==> config.mk <==
export PLATFORM = sky130hd
export DESIGN_NAME = dimmer_duty_gen
export DESIGN_NICKNAME = d
export VERILOG_FILES = /design/src/rtl/dimmer_duty_gen.sv
export SDC_FILE = /design/constraint.sdc
export NUM_CORES = 1
export LEC_CHECK = 0
export ABC_AREA = 1
export CELL_PAD_IN_SITES_DETAIL_PLACEMENT = 1
export CELL_PAD_IN_SITES_GLOBAL_PLACEMENT = 2
export CORE_MARGIN = 1.5
export CORE_UTILIZATION = 32
export CTS_CLUSTER_SIZE = 30
export DETAILED_ROUTE_END_ITERATION = 10
export HOLD_SLACK_MARGIN = 0.03
export PLACE_DENSITY = 0.91
export SYNTH_ARGS = -nofsm -noshare
export SYNTH_HDL_FRONTEND = slang
export SYNTH_SLANG_ARGS = --single-unit
==> constraint.sdc <==
create_clock -name clk -period 4.2 [get_ports clk]
set_input_delay 0.84 -clock clk [delete_from_list [all_inputs] [get_ports clk]]
set_output_delay 0.84 -clock clk [all_outputs]
set_load 0.02 [all_outputs]
==> src/rtl/dimmer_duty_gen.sv <==
// Duty-cycle sequencer for the LED dimmer PWM core: steps a waveform phase on a
// clock-enable tick and commits the resulting duty only at PWM period boundaries.
module dimmer_duty_gen #(
    parameter int          R       = 8,
    parameter logic [31:0] DEF_DIV = 32'd2499999
) (
    input  logic         clk,
    input  logic         rst,
    input  logic         enable,
    input  logic [1:0]   mode,
    input  logic         div_we,
    input  logic [31:0]  div_in,
    input  logic         period_start,
    output logic [R:0]   duty,
    output logic         duty_update,
    output logic [R-1:0] phase
);

    logic [31:0] div;
    logic [31:0] cnt;
    logic [1:0]  mode_q;
    logic [R:0]  shadow;
    logic [R:0]  target;
    logic        mode_chg;
    logic        tick;
    logic [6:0]  sin_idx;
    logic [6:0]  sin_val;

    // Quarter-wave table: round(127 * sin(pi * i / 128)), i = 0..64.
    function automatic logic [6:0] qsin(input logic [6:0] i);
        logic [6:0] q;
        case (i)
            7'd0:  q = 7'd0;   7'd1:  q = 7'd3;   7'd2:  q = 7'd6;   7'd3:  q = 7'd9;
            7'd4:  q = 7'd12;  7'd5:  q = 7'd16;  7'd6:  q = 7'd19;  7'd7:  q = 7'd22;
            7'd8:  q = 7'd25;  7'd9:  q = 7'd28;  7'd10: q = 7'd31;  7'd11: q = 7'd34;
            7'd12: q = 7'd37;  7'd13: q = 7'd40;  7'd14: q = 7'd43;  7'd15: q = 7'd46;
            7'd16: q = 7'd49;  7'd17: q = 7'd51;  7'd18: q = 7'd54;  7'd19: q = 7'd57;
            7'd20: q = 7'd60;  7'd21: q = 7'd63;  7'd22: q = 7'd65;  7'd23: q = 7'd68;
            7'd24: q = 7'd71;  7'd25: q = 7'd73;  7'd26: q = 7'd76;  7'd27: q = 7'd78;
            7'd28: q = 7'd81;  7'd29: q = 7'd83;  7'd30: q = 7'd85;  7'd31: q = 7'd88;
            7'd32: q = 7'd90;  7'd33: q = 7'd92;  7'd34: q = 7'd94;  7'd35: q = 7'd96;
            7'd36: q = 7'd98;  7'd37: q = 7'd100; 7'd38: q = 7'd102; 7'd39: q = 7'd104;
            7'd40: q = 7'd106; 7'd41: q = 7'd107; 7'd42: q = 7'd109; 7'd43: q = 7'd111;
            7'd44: q = 7'd112; 7'd45: q = 7'd113; 7'd46: q = 7'd115; 7'd47: q = 7'd116;
            7'd48: q = 7'd117; 7'd49: q = 7'd118; 7'd50: q = 7'd120; 7'd51: q = 7'd121;
            7'd52: q = 7'd122; 7'd53: q = 7'd122; 7'd54: q = 7'd123; 7'd55: q = 7'd124;
            7'd56: q = 7'd125; 7'd57: q = 7'd125; 7'd58: q = 7'd126; 7'd59: q = 7'd126;
            7'd60: q = 7'd126; 7'd61: q = 7'd127; 7'd62: q = 7'd127; 7'd63: q = 7'd127;
            7'd64: q = 7'd127;
            default: q = 7'd0;
        endcase
        return q;
    endfunction

    assign mode_chg = (mode != mode_q);
    assign tick     = enable && !div_we && !mode_chg && (cnt == div);

    // Odd quadrants walk the table backwards; upper half mirrors below mid-scale.
    assign sin_idx = phase[6] ? (7'd64 - {1'b0, phase[5:0]}) : {1'b0, phase[5:0]};
    assign sin_val = qsin(sin_idx);

    always_comb begin
        target = '0;
        case (mode_q)
            2'b00: target = '0;
            2'b01: target = {1'b0, phase};
            // 2*(256-p) equals -(2p) modulo 512, so the falling edge is a negate.
            2'b10: target = phase[7] ? (9'd0 - {phase, 1'b0}) : {phase, 1'b0};
            2'b11: target = phase[7] ? (9'd128 - {2'b00, sin_val})
                                     : (9'd128 + {2'b00, sin_val});
            default: target = '0;
        endcase
    end

    always_ff @(posedge clk) begin
        if (rst) begin
            cnt    <= '0;
            div    <= DEF_DIV;
            mode_q <= 2'b00;
            phase  <= '0;
        end else begin
            if (mode_chg) begin
                mode_q <= mode;
                phase  <= '0;
                cnt    <= '0;
            end else begin
                if (tick) begin
                    phase <= phase + 8'd1;
                end
                if (div_we) begin
                    cnt <= '0;
                end else if (enable) begin
                    cnt <= (cnt == div) ? 32'd0 : cnt + 32'd1;
                end
            end
            if (div_we) begin
                div <= div_in;
            end
        end
    end

    // Shadow samples the target every cycle; duty only moves on a period boundary.
    always_ff @(posedge clk) begin
        if (rst) begin
            shadow      <= '0;
            duty        <= '0;
            duty_update <= 1'b0;
        end else begin
            shadow <= target;
            if (period_start) begin
                duty        <= shadow;
                duty_update <= (shadow != duty);
            end else begin
                duty_update <= 1'b0;
            end
        end
    end

endmodule

==> impl_metrics.py <==
metrics = {
    "status": {
        "status": "finished clean",
    },
    "clocking": {
        "path_clk_slew_ns": 0.07,
        "root_buffer": "clkbuf_16",
        "postCtsHoldBufs": 0,
        "clockBufferDepth": 2,
        "cts_resized": 0,
        "cts_max_level": 3,
        "numClockSinks": 93,
        "cts_tree": "yes",
        "insertion_delay_ns": 0.35,
        "cts_buffers": 9,
        "post-cts-setup-buffer-count": 0,
    },
    "global_routing": {
        "overflow": 0,
        "grt_pass1_vias": 5511,
        "antenna_found_initial": 0,
        "busiest_layer": "met2",
        "grt_util_all_layers": 0.201,
        "use_met1": 0.280,
        "grt_max_degree": 37,
        "use_met2": 0.320,
        "grt_pass1_wl_microns": 28600,
        "grtUsageMet3": 0.0385,
    },
    "timing": {
        "drv_slew": 0,
        "min_period_over_period": 0.870,
        "setup_viol": 0,
        "finalSetupTns_ns": 0,
        "relSlewSlack": 0.633,
        "final_hold_viol_count": 0,
        "fin_skew_ns": 0.00926,
        "rsz0062_at_grt": "false",
        "tightest_slew_ns": 0.550,
        "fmax_mhz": 274,
        "min_period_ns": 3.66,
    },
    "die": {
        "die_h_microns": 134,
        "initial_core_util": 0.329,
        "coreArea_sq_um": 16600,
        "row_count": 47,
        "die_area_sq_um": 17900,
        "fp.dieW_microns": 134,
        "io_pins": 57,
    },
    "detailed_routing": {
        "detail-route-antenna-nets": 0,
        "drc": 0,
        "drt_iter0_drc": 208,
        "wl_per_cell_microns": 16.2,
        "vias": 5400,
        "drt_pass1_iterations": 4,
        "wl_microns": 17500,
        "viasPerCell": 5.00,
    },
    "yosys": {
        "synth_fp_nets": 856,
        "syn-cell-area_sq_um": 5480,
        "synthCells": 804,
        "ys_seq_area_frac": 0.340,
        "avgSynthCellArea_sq_um": 6.81,
        "ys_seq_elements": 93,
        "yosys-top-cells-area": "dfxtp_1 34%, nand2_1 12%, nand3_1 8.0%, nor2_1 6.0%, inv_1 5.1%",
        "synth_edf_count": 0,
        "synth_flop_cell": "dfxtp_1",
        "synth_cell_type_count": 42,
        "synthArstFlopShare": 0,
        "synth_area_leader_cell": "dfxtp_1",
        "yosysWarnings": 0,
        "synth_top_area_frac": 0.340,
    },
    "critical_path": {
        "endpoint_kind": "flop",
        "required_ns": 4.43,
        "critical_path_class": "reg2reg",
        "startpoint_type": "flop",
        "cp.arrival_ns": 3.89,
        "path_max_fanout": 11,
    },
    "layout": {
        "final_cell_mix": "168 x nand2_1, 93 x dfxtp_1, 88 x nand3_1",
        "fin_nets": 906,
        "final_common_cell": "nand2_1",
        "nFillCells": 2124,
        "num_antenna_cells": 0,
        "syn2layout_area_growth_pct": 20.3,
        "finish.utilization": 0.396,
        "postLayoutCellArea_sq_um": 6590,
        "drive_above_1_share": 0.0733,
    },
    "pwr": {
        "total_power_mw": 2.00,
        "power_density_nw_per_um2": 304,
        "power.leakage_nw": 2.63,
        "irDropWorstVdd_mv": 0.192,
    },
    "place": {
        "portBuffers": 56,
        "dpl.hpwl_microns": 13100,
        "gp_congestion": 0.853,
        "postPlaceCellArea_sq_um": 6250,
    },
    "hold_path": {
        "worstHoldPathType": "reg2reg",
    },
    "job": {
        "drv_cap": 0,
    },
}
-- layer usage --
metal | wire length [microns] | part of all wire | vias up
li1 | - | - | 2746
met1 | 8900 | 0.51 | 2570
met2 | 7780 | 0.44 | 68
met3 | 561 | 0.032 | 16
met4 | 249 | 0.014 | 0
met5 | 0 | 0 | -
-- logic make-up (layout without fill, tap and decap cells) --
| group | count (synthesis) | after routing | share of synthesized area |
|---|---|---|---|
| and+or+nand+nor | 423 | 423 | 0.358 |
| AOI/OAI and AO/OA | 126 | 126 | 0.127 |
| buffers and inverters | 108 | 163 | 0.0797 |
| DFF | 93 | 93 | 0.340 |
| xor gates and xnor gates | 41 | 41 | 0.0656 |
| adders and majority gates | 13 | 13 | 0.0297 |
-- stage by stage --
step | hold slack, ns | instances | setup WS, ns
floorplan | 0.446 | 804 | 0.820
global placement | 0.462 | 1063 | 0.727
detailed placement | 0.469 | 1063 | 0.562
CTS | 0.482 | 1079 | 0.539
global route | 0.501 | 1079 | 0.211
finish | 0.475 | 1079 | 0.545
-- area by class of cell --
| cell class | instances | area [sq um] | share of cell area |
|---|---|---|---|
| multi-input cells | 603 | 3180 | 0.482 |
| flip-flops and latches | 93 | 1860 | 0.283 |
| repair buffers | 66 | 636 | 0.0965 |
| inverters | 81 | 304 | 0.0462 |
| well taps | 220 | 275 | 0.0418 |
| clock buffers | 10 | 239 | 0.0363 |
| clock inverters | 6 | 93.8 | 0.0142 |
-- synthesized netlist by cell type (2+ instances only) --
cell / instances
nor3_1: 14
inv_2: 2
and3_1: 2
or2_2: 3
o21ai_1: 4
nand3_2: 5
o21a_1: 2
o21ai_0: 50
buf_2: 7
nor3_2: 4
clkinv_1: 4
a22oi_1: 4
o21bai_1: 2
nand3_1: 88
o211ai_1: 3
nor2_4: 4
inv_1: 75
nand4_1: 15
a21oi_1: 46
o21ai_2: 2
nor4_1: 7
nand2_1: 168
nor2_2: 4
buf_1: 2
nand2_2: 10
buf_4: 2
xnor2_1: 27
clkbuf_1: 14
xor2_1: 14
dfxtp_1: 93
ha_1: 13
nor2_1: 87
buf_6: 2
o22ai_1: 9
nor3b_1: 9
-- state kept, by name, indices dropped and copies added (netlist names) --
name         count
duty             9
phase            8
cnt             32
duty_update      1
mode_q           2
div             32
shadow           9
-- worst paths after layout --
| check | from | end | slack, ns | depth (start not counted) |
|---|---|---|---|---|
| setup / recovery | phase[0]$_SDFFE_PP0P_ | shadow[4]$_SDFF_PP0_ | 0.54 | 23 |
| hold / removal | div[28]$_SDFFE_PP0P_ | div[28]$_SDFFE_PP0P_ | 0.48 | 2 |
| setup reg to reg | phase[0]$_SDFFE_PP0P_ | shadow[4]$_SDFF_PP0_ | 0.54 | 23 |
| hold reg to reg | div[28]$_SDFFE_PP0P_ | div[28]$_SDFFE_PP0P_ | 0.48 | 2 |
-- power breakdown --
part | switching, mW | internal (mW) | total, mW
Sequential | 0.0189 | 0.909 | 0.928
Combinational | 0.0840 | 0.0763 | 0.160
Clock | 0.370 | 0.543 | 0.913
Total | 0.473 | 1.53 | 2.00
-- critical path, stage by stage, from the launching register on --
cell     delay (ns)
dfxtp_1        0.61
inv_1          0.12
ha_1           0.35
inv_1          0.06
nand2_1        0.04
o21ai_1        0.29
inv_1          0.27
ha_1           0.33
inv_1          0.07
nand2_1        0.07
o21a_1         0.13
nand3_1        0.06
nand4_1        0.09
nand3_1        0.14
nand2_1        0.07
inv_1          0.07
ha_1           0.19
inv_1          0.07
a21oi_1        0.15
nand2_1        0.10
nand2_1        0.06
nand3_1        0.06
nand3_1        0.07
a21oi_1        0.06
Note: power is estimated with default switching activity, not from simulation.
